$ cat config.mk
export PLATFORM = sky130hd
export DESIGN_NAME = sram_axi_bridge
export DESIGN_NICKNAME = d
export VERILOG_FILES = /design/src/rtl/axi_bridge_pkg.sv /design/src/rtl/axi_wstrb_gen.sv /design/src/rtl/sram_axi_bridge.sv
export SDC_FILE = /design/constraint.sdc
export NUM_CORES = 1
export LEC_CHECK = 0
export CORE_AREA = 4 4 160 162
export CTS_CLUSTER_DIAMETER = 80
export DETAILED_ROUTE_END_ITERATION = 7
export DIE_AREA = 0 0 164 166
export GPL_ROUTABILITY_DRIVEN = 0
export PLACE_DENSITY_LB_ADDON = 0.15
export SLEW_MARGIN = 30
export SYNTH_ARGS = -nofsm -noshare
export SYNTH_HDL_FRONTEND = slang
export SYNTH_SLANG_ARGS = --single-unit
$ cat constraint.sdc
create_clock -name clk -period 4 [get_ports clk]
set_input_delay 0.8 -clock clk [delete_from_list [all_inputs] [get_ports clk]]
set_output_delay 0.8 -clock clk [all_outputs]
set_load 0.02 [all_outputs]
$ cat src/rtl/axi_bridge_pkg.sv
`default_nettype none
// ============================================================================
// Module      : axi_bridge_pkg
// Description : Shared types and constants for the SRAM-to-AXI3 bridge.
//               Holds the bridge FSM state encoding, the AXI IDs used for
//               the two request sources, the burst type and the SRAM-side
//               transfer-size encodings.
// Revision    : 1.0 - initial release
// ============================================================================
package axi_bridge_pkg;

    typedef enum logic [2:0] {
        ST_IDLE    = 3'd0,
        ST_RD_ADDR = 3'd1,
        ST_RD_DATA = 3'd2,
        ST_WR_ADDR = 3'd3,
        ST_WR_RESP = 3'd4
    } state_e;

    localparam logic [3:0] AXI_ID_INST    = 4'd0;
    localparam logic [3:0] AXI_ID_DATA    = 4'd1;
    localparam logic [1:0] AXI_BURST_INCR = 2'b01;

    // SRAM-side size encodings (bytes = 1 << size)
    localparam logic [1:0] SIZE_BYTE = 2'd0;
    localparam logic [1:0] SIZE_HALF = 2'd1;
    localparam logic [1:0] SIZE_WORD = 2'd2;
    localparam logic [1:0] SIZE_RSVD = 2'd3;

    // Size 3 has no meaning on a 32-bit bus; fold it onto a full word.
    function automatic logic [1:0] norm_size(input logic [1:0] size);
        return (size == SIZE_RSVD) ? SIZE_WORD : size;
    endfunction

endpackage
`default_nettype wire

$ cat src/rtl/axi_wstrb_gen.sv
`default_nettype none
// ============================================================================
// Module      : axi_wstrb_gen
// Description : Combinational AXI write-strobe generator for a 32-bit bus.
//               Byte and halfword strobes are shifted to the lane selected
//               by the low address bits; words enable all four lanes.
// Ports       : size_i    - normalised transfer size (0 byte,1 half,2 word)
//               addr_lo_i - address bits [1:0]
//               wstrb_o   - byte-lane write strobes
// Revision    : 1.0 - initial release
// ============================================================================
module axi_wstrb_gen
    import axi_bridge_pkg::*;
(
    input  logic [1:0] size_i,
    input  logic [1:0] addr_lo_i,
    output logic [3:0] wstrb_o
);

    always_comb begin
        wstrb_o = 4'b1111;
        case (size_i)
            SIZE_BYTE: wstrb_o = 4'b0001 << addr_lo_i;
            SIZE_HALF: wstrb_o = 4'b0011 << addr_lo_i;
            default:   wstrb_o = 4'b1111;
        endcase
    end

endmodule
`default_nettype wire

$ cat src/rtl/sram_axi_bridge.sv
`default_nettype none
// ============================================================================
// Module      : sram_axi_bridge
// Description : Bridges the core's instruction and data SRAM-like ports onto
//               a single AXI3 master. One transaction is in flight at a time;
//               data requests win over instruction requests.
// Ports       : clk/resetn          - clock, asynchronous active-low reset
//               inst_* / data_*     - SRAM-like request/response ports
//               ar*/r*/aw*/w*/b*    - AXI3 master channels
// Config      : AXI_POSTED_WRITE_EN - when defined, data_data_ok for a write
//               is returned once both AW and W have handshaken instead of
//               waiting for the B response (the FSM still waits for B).
// Revision    : 1.0 - initial release
// ============================================================================
module sram_axi_bridge
    import axi_bridge_pkg::*;
#(
    parameter int ADDR_W = 32,
    parameter int DATA_W = 32
) (
    input  logic              clk,
    input  logic              resetn,
    // instruction port
    input  logic              inst_req,
    input  logic              inst_wr,
    input  logic [1:0]        inst_size,
    input  logic [ADDR_W-1:0] inst_addr,
    input  logic [DATA_W-1:0] inst_wdata,
    output logic [DATA_W-1:0] inst_rdata,
    output logic              inst_addr_ok,
    output logic              inst_data_ok,
    // data port
    input  logic              data_req,
    input  logic              data_wr,
    input  logic [1:0]        data_size,
    input  logic [ADDR_W-1:0] data_addr,
    input  logic [DATA_W-1:0] data_wdata,
    output logic [DATA_W-1:0] data_rdata,
    output logic              data_addr_ok,
    output logic              data_data_ok,
    // AR channel
    output logic [3:0]        arid,
    output logic [ADDR_W-1:0] araddr,
    output logic [7:0]        arlen,
    output logic [2:0]        arsize,
    output logic [1:0]        arburst,
    output logic [1:0]        arlock,
    output logic [3:0]        arcache,
    output logic [2:0]        arprot,
    output logic              arvalid,
    input  logic              arready,
    // R channel
    input  logic [3:0]        rid,
    input  logic [DATA_W-1:0] rdata,
    input  logic [1:0]        rresp,
    input  logic              rlast,
    input  logic              rvalid,
    output logic              rready,
    // AW channel
    output logic [3:0]        awid,
    output logic [ADDR_W-1:0] awaddr,
    output logic [7:0]        awlen,
    output logic [2:0]        awsize,
    output logic [1:0]        awburst,
    output logic [1:0]        awlock,
    output logic [3:0]        awcache,
    output logic [2:0]        awprot,
    output logic              awvalid,
    input  logic              awready,
    // W channel
    output logic [3:0]        wid,
    output logic [DATA_W-1:0] wdata,
    output logic [3:0]        wstrb,
    output logic              wlast,
    output logic              wvalid,
    input  logic              wready,
    // B channel
    input  logic [3:0]        bid,
    input  logic [1:0]        bresp,
    input  logic              bvalid,
    output logic              bready
);

    state_e            state_q, state_d;
    logic [ADDR_W-1:0] addr_q,  addr_d;
    logic [1:0]        size_q,  size_d;
    logic [DATA_W-1:0] wdata_q, wdata_d;
    logic              src_data_q, src_data_d;   // 1: data port, 0: inst port
    logic              aw_done_q, aw_done_d;
    logic              w_done_q,  w_done_d;

    logic              w_aw_hs;
    logic              w_w_hs;
    logic              unused_inputs;

    // Response fields and inst_wr carry no information for this bridge.
    assign unused_inputs = ^{inst_wr, rid, rresp, rlast, bid, bresp};

    assign w_aw_hs = awvalid & awready;
    assign w_w_hs  = wvalid & wready;

    always_ff @(posedge clk or negedge resetn) begin
        if (!resetn) begin
            state_q    <= ST_IDLE;
            addr_q     <= '0;
            size_q     <= '0;
            wdata_q    <= '0;
            src_data_q <= 1'b0;
            aw_done_q  <= 1'b0;
            w_done_q   <= 1'b0;
        end else begin
            state_q    <= state_d;
            addr_q     <= addr_d;
            size_q     <= size_d;
            wdata_q    <= wdata_d;
            src_data_q <= src_data_d;
            aw_done_q  <= aw_done_d;
            w_done_q   <= w_done_d;
        end
    end

    always_comb begin
        state_d      = state_q;
        addr_d       = addr_q;
        size_d       = size_q;
        wdata_d      = wdata_q;
        src_data_d   = src_data_q;
        aw_done_d    = aw_done_q;
        w_done_d     = w_done_q;
        inst_addr_ok = 1'b0;
        data_addr_ok = 1'b0;
        inst_data_ok = 1'b0;
        data_data_ok = 1'b0;

        case (state_q)
            ST_IDLE: begin
                if (data_req) begin
                    data_addr_ok = 1'b1;
                    addr_d       = data_addr;
                    size_d       = norm_size(data_size);
                    wdata_d      = data_wdata;
                    src_data_d   = 1'b1;
                    state_d      = data_wr ? ST_WR_ADDR : ST_RD_ADDR;
                end else if (inst_req) begin
                    // Instruction port is read-only regardless of inst_wr.
                    inst_addr_ok = 1'b1;
                    addr_d       = inst_addr;
                    size_d       = norm_size(inst_size);
                    wdata_d      = inst_wdata;
                    src_data_d   = 1'b0;
                    state_d      = ST_RD_ADDR;
                end
            end
            ST_RD_ADDR: begin
                if (arready) begin
                    state_d = ST_RD_DATA;
                end
            end
            ST_RD_DATA: begin
                if (rvalid) begin
                    if (src_data_q) begin
                        data_data_ok = 1'b1;
                    end else begin
                        inst_data_ok = 1'b1;
                    end
                    state_d = ST_IDLE;
                end
            end
            ST_WR_ADDR: begin
                // AW and W complete independently; leave once both have.
                aw_done_d = aw_done_q | w_aw_hs;
                w_done_d  = w_done_q  | w_w_hs;
                if ((aw_done_q | w_aw_hs) && (w_done_q | w_w_hs)) begin
                    state_d   = ST_WR_RESP;
                    aw_done_d = 1'b0;
                    w_done_d  = 1'b0;
`ifdef AXI_POSTED_WRITE_EN
                    data_data_ok = 1'b1;
`else
                    data_data_ok = 1'b0;
`endif
                end
            end
            ST_WR_RESP: begin
                if (bvalid) begin
                    state_d = ST_IDLE;
`ifdef AXI_POSTED_WRITE_EN
                    data_data_ok = 1'b0;
`else
                    data_data_ok = 1'b1;
`endif
                end
            end
            default: begin
                state_d = ST_IDLE;
            end
        endcase
    end

    // Read data is forwarded straight from the R channel in its valid cycle.
    assign inst_rdata = rdata;
    assign data_rdata = rdata;

    assign arid    = src_data_q ? AXI_ID_DATA : AXI_ID_INST;
    assign araddr  = addr_q;
    assign arlen   = 8'd0;
    assign arsize  = {1'b0, size_q};
    assign arburst = AXI_BURST_INCR;
    assign arlock  = 2'b00;
    assign arcache = 4'd0;
    assign arprot  = 3'd0;
    assign arvalid = (state_q == ST_RD_ADDR);
    assign rready  = (state_q == ST_RD_DATA);

    assign awid    = AXI_ID_DATA;
    assign awaddr  = addr_q;
    assign awlen   = 8'd0;
    assign awsize  = {1'b0, size_q};
    assign awburst = AXI_BURST_INCR;
    assign awlock  = 2'b00;
    assign awcache = 4'd0;
    assign awprot  = 3'd0;
    assign awvalid = (state_q == ST_WR_ADDR) & ~aw_done_q;

    assign wid     = AXI_ID_DATA;
    assign wdata   = wdata_q;
    assign wlast   = 1'b1;
    assign wvalid  = (state_q == ST_WR_ADDR) & ~w_done_q;
    assign bready  = (state_q == ST_WR_RESP);

    axi_wstrb_gen u_wstrb_gen (
        .size_i    (size_q),
        .addr_lo_i (addr_q[1:0]),
        .wstrb_o   (wstrb)
    );

endmodule
`default_nettype wire

Yosys cells after proc, flatten, opt, wreduce, memory -nomap -nowiden
Index checks and enable logic that the tools add are counted.

word-level totals
  bits in registers = 72
  latch bits = 0
  memory bits (writable) = 0
  ROM bits = 0
  bits of input ports = 188
  output and inout port bits = 230
  word-level logic and storage cells = 69
  memories = 0

cells by class
  add/sub/neg operators = 0
  multiply operators = 0
  divide/modulo/power cells = 0
  order comparisons = 0
  equal/unequal tests = 12
  shift operators = 2
  mux-type cells = 34
  bitwise gates (word level) = 8
  reductions and logical operators = 6

operators by type and width
  kind                                                 count
  2-to-1 mux 32 bit                                    4
  2-to-1 mux 3 bit                                     6
  2-to-1 mux 1 bit                                     16
  one-hot mux 3 bit (5 select lines)                   1
  2-to-1 mux 2 bit                                     5
  one-hot mux 4 bit (2 select lines)                   1
  equality test 3 x 2 -> 1 bit, second input constant  2
  != test 2 bit, second input constant                 3
  AND reduction 5 bit                                  1
  bitwise AND 1 bit                                    4
  equality test 2 bit, second input constant           2
  left shift 1 x 2 -> 4 bit, first input constant      1
  left shift 2 x 2 -> 4 bit, first input constant      1
  equality test 3 x 1 -> 1 bit, second input constant  1
  equality test 3 bit, second input constant           1
  zero test 3 bit                                      1
  != test 3 bit, second input constant                 1
  equality test 2 x 1 -> 1 bit, second input constant  1
  zero test 2 bit                                      1
  != test 2 x 1 -> 1 bit, second input constant        1
  NOT 1 bit                                            2
  OR 1 bit                                             2
  one-hot mux 1 bit (2 select lines)                   1
  AND reduction 2 bit                                  1
  other kinds (2)                                      2

Depth between registers and ports, before layout
Gate-level depths: netlist (run 1).

  word-level depth = 7
  gate-level depth with buffers = 6

By module
From an unflattened synthesis (run 1), not the netlist that was laid out.

second synthesis, totals
  cell total of the unflattened synthesis = 417
  area, all modules = 4982.3 µm²

by module, submodules not included
  module           times used  cells an instance  area each (µm²)  seq. area each (µm²)
  sram_axi_bridge  1           409                4931.0           1801.7
  axi_wstrb_gen    1           8                  51.3             0.0

Least setup slack after synthesis (run 1)
No wires, ideal clock.

  path type = input to output
  start point = input rvalid
  end point = output inst_data_ok
  arrival time = 1.538 ns
  required time = 3.200 ns
  slack = 1.662 ns
  stages on the path = 2
  buffers on the path = 0
  cells stage by stage = inv_1 > nor4_1

between the ends
  cells in the longest elaborated chain, start to end = 2

RTL lines
  element             RTL line                text
  start: declaration  sram_axi_bridge.sv:57   input logic rvalid,
  2-to-1 mux 1 bit    sram_axi_bridge.sv:160  if (rvalid) begin
  2-to-1 mux 1 bit    sram_axi_bridge.sv:135  case (state_q)
  end: declaration    sram_axi_bridge.sv:31   output logic inst_data_ok,

No other way between the ends.

Worst setup path in the final report (run 1)
Ends and elaborated chain as after synthesis.

==> flow_metrics.env, run 1 <==
export IMPL_drive_gt1_share_pct=26.5
export IMPL_rr_endpoint="wdata[28]"
export IMPL_cp_max_fo=2
export IMPL_drc=0
export IMPL_final_max_slew_viol_count=0
export IMPL_cp_required_ns=3.20
export IMPL_cts_sinks=72
export IMPL_leakage_nw=2.96
export IMPL_swShare_pct=39.2
export IMPL_synth_cell_types=32
export IMPL_htreeDepth=3
export IMPL_firstDrtPassIters=4
export IMPL_clk_latency_ns=0.34
export IMPL_overflow=0
export IMPL_boundaryPins=418
export IMPL_rows=57
export IMPL_drtIter0Drc=52
export IMPL_cts_resized_gates=0
export IMPL_root_buffer="clkbuf_16"
export IMPL_avgSynthCellArea_sq_um=11.8
export IMPL_fmax_mhz=328
export IMPL_cts_hold_repair_buffers=0
export IMPL_synth_seq_cells=72
export IMPL_fp_dieArea_sq_um=27200
export IMPL_synth_yosys_seq_area_share_pct=35.8
export IMPL_holdCritPathClass="input pin to async pin"
export IMPL_fin_skew_ns=0.0120
export IMPL_pwr_share_clk_pct=15.0
export IMPL_synth_top_area_share_pct=35.8
export IMPL_grt_pass1_wl_um=23200
export IMPL_pwr_share_seq_pct=26.2
export IMPL_top_usage_layer="met2"
export IMPL_synth_commonest_cells="154 x buf_4, 90 x mux2_2, 72 x dfrtp_1"
export IMPL_nets=765
export IMPL_fin_hold_ws_ns=0.486
export IMPL_fin_setup_tns_ns=0
export IMPL_via_per_inst=3.72
export IMPL_place_hpwl_um=12500
export IMPL_yosysWarnings=0
export IMPL_async_flop_share_pct=100
export IMPL_hold_viol_final=0
export IMPL_track_usage_pct=11.3
export IMPL_final_period_utilization_pct=76.3
export IMPL_synthTopCellsByArea="dfrtp_1 36%, buf_4 23%, mux2_2 20%, mux2_4 12%, buf_12 2.0%"
export IMPL_yosysMostFrequentCell="buf_4"
export IMPL_grt_max_degree=73
export IMPL_r2r_start="state_q[0]"
export IMPL_numCtsBuffers=9
export IMPL_crit_path_end_kind="output port"
export IMPL_crit_type="input pin to output port"
export IMPL_outcome="completed"
export IMPL_yosysTopAreaCell="dfrtp_1"
export IMPL_grt_met2_usage_pct=19.9
export IMPL_rrSetupSlack_ns=1.79
export IMPL_dieHeight_um=166
export IMPL_rsz0062_at_grt="no"
export IMPL_arrival_ns=2.25
export IMPL_power_density_nw_per_um2=767
export IMPL_die_width_um=164
export IMPL_synth_edf_count=0
export IMPL_post_cts_repair_setup_buffers=0
export IMPL_use_met1_pct=11.1
export IMPL_syn_inst=426
export IMPL_grt_pass1_vias=3683
export IMPL_p_comb_share_pct=58.8
export IMPL_wl_per_cell_um=17.4
export IMPL_n_antenna_cell=0
export IMPL_portBuffers=255
export IMPL_antenna_found_initial=0
export IMPL_dpl_cell_count=890
export IMPL_cap_violations=0
export IMPL_r2r_cells=4
export IMPL_relSlewSlack_pct=53.1
export IMPL_ant_nets=0
export IMPL_tritoncts="built"
export IMPL_met3_usage_pct=7.12
export IMPL_drt_total_wl_um=15800
export IMPL_clkTransAtPathRegs_ns=0.06
export IMPL_final_cells=906
export IMPL_internal_power_mw=3.37
export IMPL_period_needed_ns=3.05
export IMPL_tightestPinTransition_ns=0.704
export IMPL_switchingPower_mw=2.17
export IMPL_area_growth_pct=43.2
export IMPL_dr_total_vias=3371
export IMPL_crit_path_end="inst_data_ok"
export IMPL_clockBufferDepth=2
export IMPL_start_util_pct=20.9
export IMPL_fill_cells=2492
export IMPL_synthesis_area_sq_um=5040
export IMPL_postLayoutCoreUtil_pct=29.9
export IMPL_critPathLaunch="rvalid"
export IMPL_cp_start_kind="input pin"
export IMPL_vdd_ir_drop_max_mv=0.266
export IMPL_setup_violations_final=0
export IMPL_coreArea_sq_um=24100
export IMPL_synth_ff_type="dfrtp_1"
metal layers:
layer / wire, um / vias to the layer above
met4: 167 / 0
met1: 5350 / 1574
met2: 7940 / 241
met5: 0 / -
met3: 2350 / 16
li1: - / 1540
worst max-delay path, cell delays in order:
cell and delay [ns]:
clkdlybuf4s50_1 0.48, inv_1 0.06, nor4_1 0.26, clkdlybuf4s50_1 0.65
worst min path at each step:
stage / to / startpoint / slack (ns)
after global placement: wdata[23] / wdata[23] / 0.49
final: wdata[31] / resetn / 0.49
after global routing: wdata[24] / wdata[24] / 0.52
after CTS: wdata[31] / resetn / 0.51
after detailed placement: wdata[18] / wdata[18] / 0.49
after floorplan: araddr[0] / resetn / 0.50
cells by family (layout without fill, tap and decap cells):
family | Yosys count | after routing | share of synthesized area (%)
compound gates | 20 | 20 | 2.56
mux | 131 | 131 | 32.1
buf+inv | 173 | 279 | 26.3
simple gates | 28 | 28 | 3.13
other cells | 2 | 52 | 0.149
flops | 72 | 72 | 35.8
sequential cells by signal, indices dropped and copies added (netlist names):
| register | count |
|---|---|
| w_done_q | 1 |
| src_data_q | 1 |
| state_q | 3 |
| araddr | 32 |
| aw_done_q | 1 |
| wdata | 32 |
| size_q | 2 |
per-stage QoR:
step	worst slack, ns	power (mW)	cell area [sq um]
2_1_floorplan	1.66	3.64	5230
3_3_place_gp	0.951	4.76	6910
3_5_place_dp	0.940	4.76	6920
4_1_cts	0.922	5.66	7210
5_1_grt	0.829	5.87	7210
6_report	0.950	5.54	7210
placed cells by master, fill, tap and decap left out, drive strengths merged, types with 2 or more instances in the layout:
cell type	instances
clkdlybuf4s50	253
mux2	129
dfrtp	72
conb	52
clkbuf	10
nor2	7
a21oi	7
nand2	6
buf	6
inv	5
o21ai	4
nand2b	2
o21bai	2
nand3	2
and3b	2
or2	2
o22ai	2
o32ai	2
mux2i	2
clkinvlp	2
clkinv	2
final cells by class:
| cell class | count | area (sq um) | share of cell area (%) |
|---|---|---|---|
| multi-input combinational | 231 | 2100 | 29.1 |
| tap | 324 | 405 | 5.62 |
| clock buffer | 10 | 229 | 3.17 |
| sequential | 72 | 1800 | 25.0 |
| inverter | 4 | 15.0 | 0.208 |
| timing repair buffer | 259 | 2590 | 36.0 |
| clock inverter | 6 | 67.6 | 0.937 |
power by group through the flow:
stage	registers (mW)	clock network [mW]	logic, mW
after floorplan	1.78	0	1.86
after global routing	1.52	0.909	3.44
after detailed placement	1.45	0	3.31
final	1.45	0.832	3.26
after CTS	1.46	0.880	3.32
after global placement	1.44	0	3.32
Power figures use the tool's default switching activity.
==> run 2: changes to the inputs <==
Settings changed: CORE_AREA 4 4 160 162 to 4 4 162 164, DIE_AREA 0 0 164 166 to 0 0 166 168.
Clock period 4 ns to 3 ns, I/O delays scaled along.
==> run 2 against run 1 <==
Against the previous run:
- worst setup slack got worse by 0.60 ns
- final area grew 0.47%
- clock skew shrank 0.0013 ns
- cell count up 0.55%
- critical endpoint unchanged
- worst hold slack got worse by 0.21 ns
==> flow_metrics.env, run 2 (synthesis results as in run 1) <==
export IMPL_outcome="completed"
export IMPL_rrSetupSlack_ns=1.07
export IMPL_coreArea_sq_um=24900
export IMPL_final_period_utilization_pct=88.3
export IMPL_drc=0
export IMPL_place_ws_ns=0.339
export IMPL_cts_sinks=72
export IMPL_fin_skew_ns=0.0107
export IMPL_max_stage_delay_ns=0.66
export IMPL_root_buffer="clkbuf_16"
export IMPL_antenna_found_initial=0
export IMPL_cts_resized_gates=0
export IMPL_htreeDepth=3
export IMPL_ant_nets=0
export IMPL_via_per_inst=3.70
export IMPL_drt_total_wl_um=15400
export IMPL_cp_max_fo=2
export IMPL_crit_path_end_kind="output port"
export IMPL_leakage_nw=2.97
export IMPL_final_max_slew_viol_count=0
export IMPL_grt_pass1_vias=3666
export IMPL_arrival_ns=2.05
export IMPL_cp_start_kind="input pin"
export IMPL_nets=764
export IMPL_grt_max_degree=73
export IMPL_dieHeight_um=168
export IMPL_crit_path_frequent_cell="clkdlybuf4s50_1"
export IMPL_n_antenna_cell=0
export IMPL_period_needed_ns=2.65
export IMPL_relSlewSlack_pct=52.9
export IMPL_area_growth_pct=43.9
export IMPL_fmax_mhz=378
export IMPL_portBuffers=255
export IMPL_boundaryPins=418
export IMPL_clockBufferDepth=2
export IMPL_drtIter0Drc=38
export IMPL_path_cells="clkdlybuf4s50_1, inv_1, nor4_1, clkdlybuf4s50_1"
export IMPL_clkTransAtPathRegs_ns=0.07
export IMPL_layout_common_cells="253 x clkdlybuf4s50_1, 90 x mux2_2, 72 x dfrtp_1, 52 x conb_1, 39 x mux2_4"
export IMPL_p_total_mw=7.41
export IMPL_tritoncts="built"
export IMPL_fill_cells=2608
export IMPL_fp_dieArea_sq_um=27900
export IMPL_dr_total_vias=3367
export IMPL_crit_type="input pin to output port"
export IMPL_firstDrtPassIters=2
export IMPL_die_width_um=166
export IMPL_drive_gt1_share_pct=26.5
export IMPL_tightestPinTransition_ns=0.707
export IMPL_setup_violations_final=0
export IMPL_hold_viol_final=0
export IMPL_setup_ws_ns=0.351
export IMPL_track_usage_pct=10.6
export IMPL_power_density_nw_per_um2=1020
export IMPL_post_cts_repair_setup_buffers=0
export IMPL_place_hpwl_um=12100
export IMPL_worst_path_max_delay_cell="clkdlybuf4s50_1"
export IMPL_cap_violations=0
export IMPL_cts_hold_repair_buffers=0
export IMPL_r2r_cells=4
export IMPL_grt_pass1_wl_um=22800
export IMPL_wl_per_cell_um=16.9
export IMPL_overflow=0
export IMPL_holdCritPathClass="input pin to async pin"
export IMPL_cp_required_ns=2.40
export IMPL_start_util_pct=20.2
export IMPL_vdd_ir_drop_max_mv=0.367
export IMPL_rsz0062_at_grt="no"
export IMPL_final_common_cell="clkdlybuf4s50_1"
export IMPL_rows=58
export IMPL_fin_setup_tns_ns=0
export IMPL_clk_latency_ns=0.34
export IMPL_postLayoutCoreUtil_pct=29.1
export IMPL_numCtsBuffers=9
-- run 2: cell types whose count changed in the layout (fill, tap and decap cells not counted) --
| cell | delta |
|---|---|
| inv_8 | +1 |
| buf_12 | +2 |
| clkbuf_1 | -1 |
| buf_4 | -3 |
| clkinv_4 | +1 |
| clkinvlp_4 | -1 |
-- run 2: final timing paths --
| kind | from | end |
|---|---|---|
| min in group clk | wdata[24] | wdata[24] |
| max in group asynchronous | resetn | state_q[2] |
| min | resetn | araddr[24] |
| max | rvalid | inst_data_ok |
| max reg2reg | state_q[0] | wdata[22] |
| min reg2reg | wdata[24] | wdata[24] |
-- run 2: cell type report --
type | instances | area [sq um] | share of cell area [%]
clock inverter | 7 | 80.1 | 1.10
tap | 330 | 413 | 5.70
multi-input combinational | 231 | 2100 | 29.0
sequential | 72 | 1800 | 24.9
inverter | 4 | 15.0 | 0.207
clock buffer | 9 | 225 | 3.11
timing repair buffer | 258 | 2610 | 36.0
-- run 2: where the power goes --
| part | switching [mW] | internal, mW | total, mW |
|---|---|---|---|
| clock | 0.467 | 0.654 | 1.12 |
| combinational | 1.98 | 2.38 | 4.36 |
| sequential | 0.446 | 1.48 | 1.92 |
-- run 2: through the flow --
stage | hold slack [ns] | area [sq um] | std cells
final | 0.277 | 7250 | 911
after global routing | 0.329 | 7250 | 911
after CTS | 0.307 | 7250 | 911
after detailed placement | 0.491 | 6940 | 895
after global placement | 0.491 | 6940 | 895
after floorplan | 0.304 | 5230 | 476
-- run 2: worst max-delay path, delay by kind of cell --
family / cells / cell delay [ns]
buffers and inverters: 3 / 1.20
and+or+nand+nor: 1 / 0.25
-- run 2: metal layers --
metal / global-route usage, % / vias up / wire length (um)
met5: 0.174 / - / 0
met4: 3.26 / 0 / 278
met3: 6.13 / 22 / 2010
met2: 18.6 / 236 / 7810
met1: 10.6 / 1566 / 5260
li1: - / 1543 / -
==> run 3: changes to the inputs <==
Settings changed: CTS_CLUSTER_DIAMETER 80 to not set, SETUP_SLACK_MARGIN set to 0.15.
==> results of run 3 <==
Same layout as run 2: the final DEF is identical, and so are final timing and power.
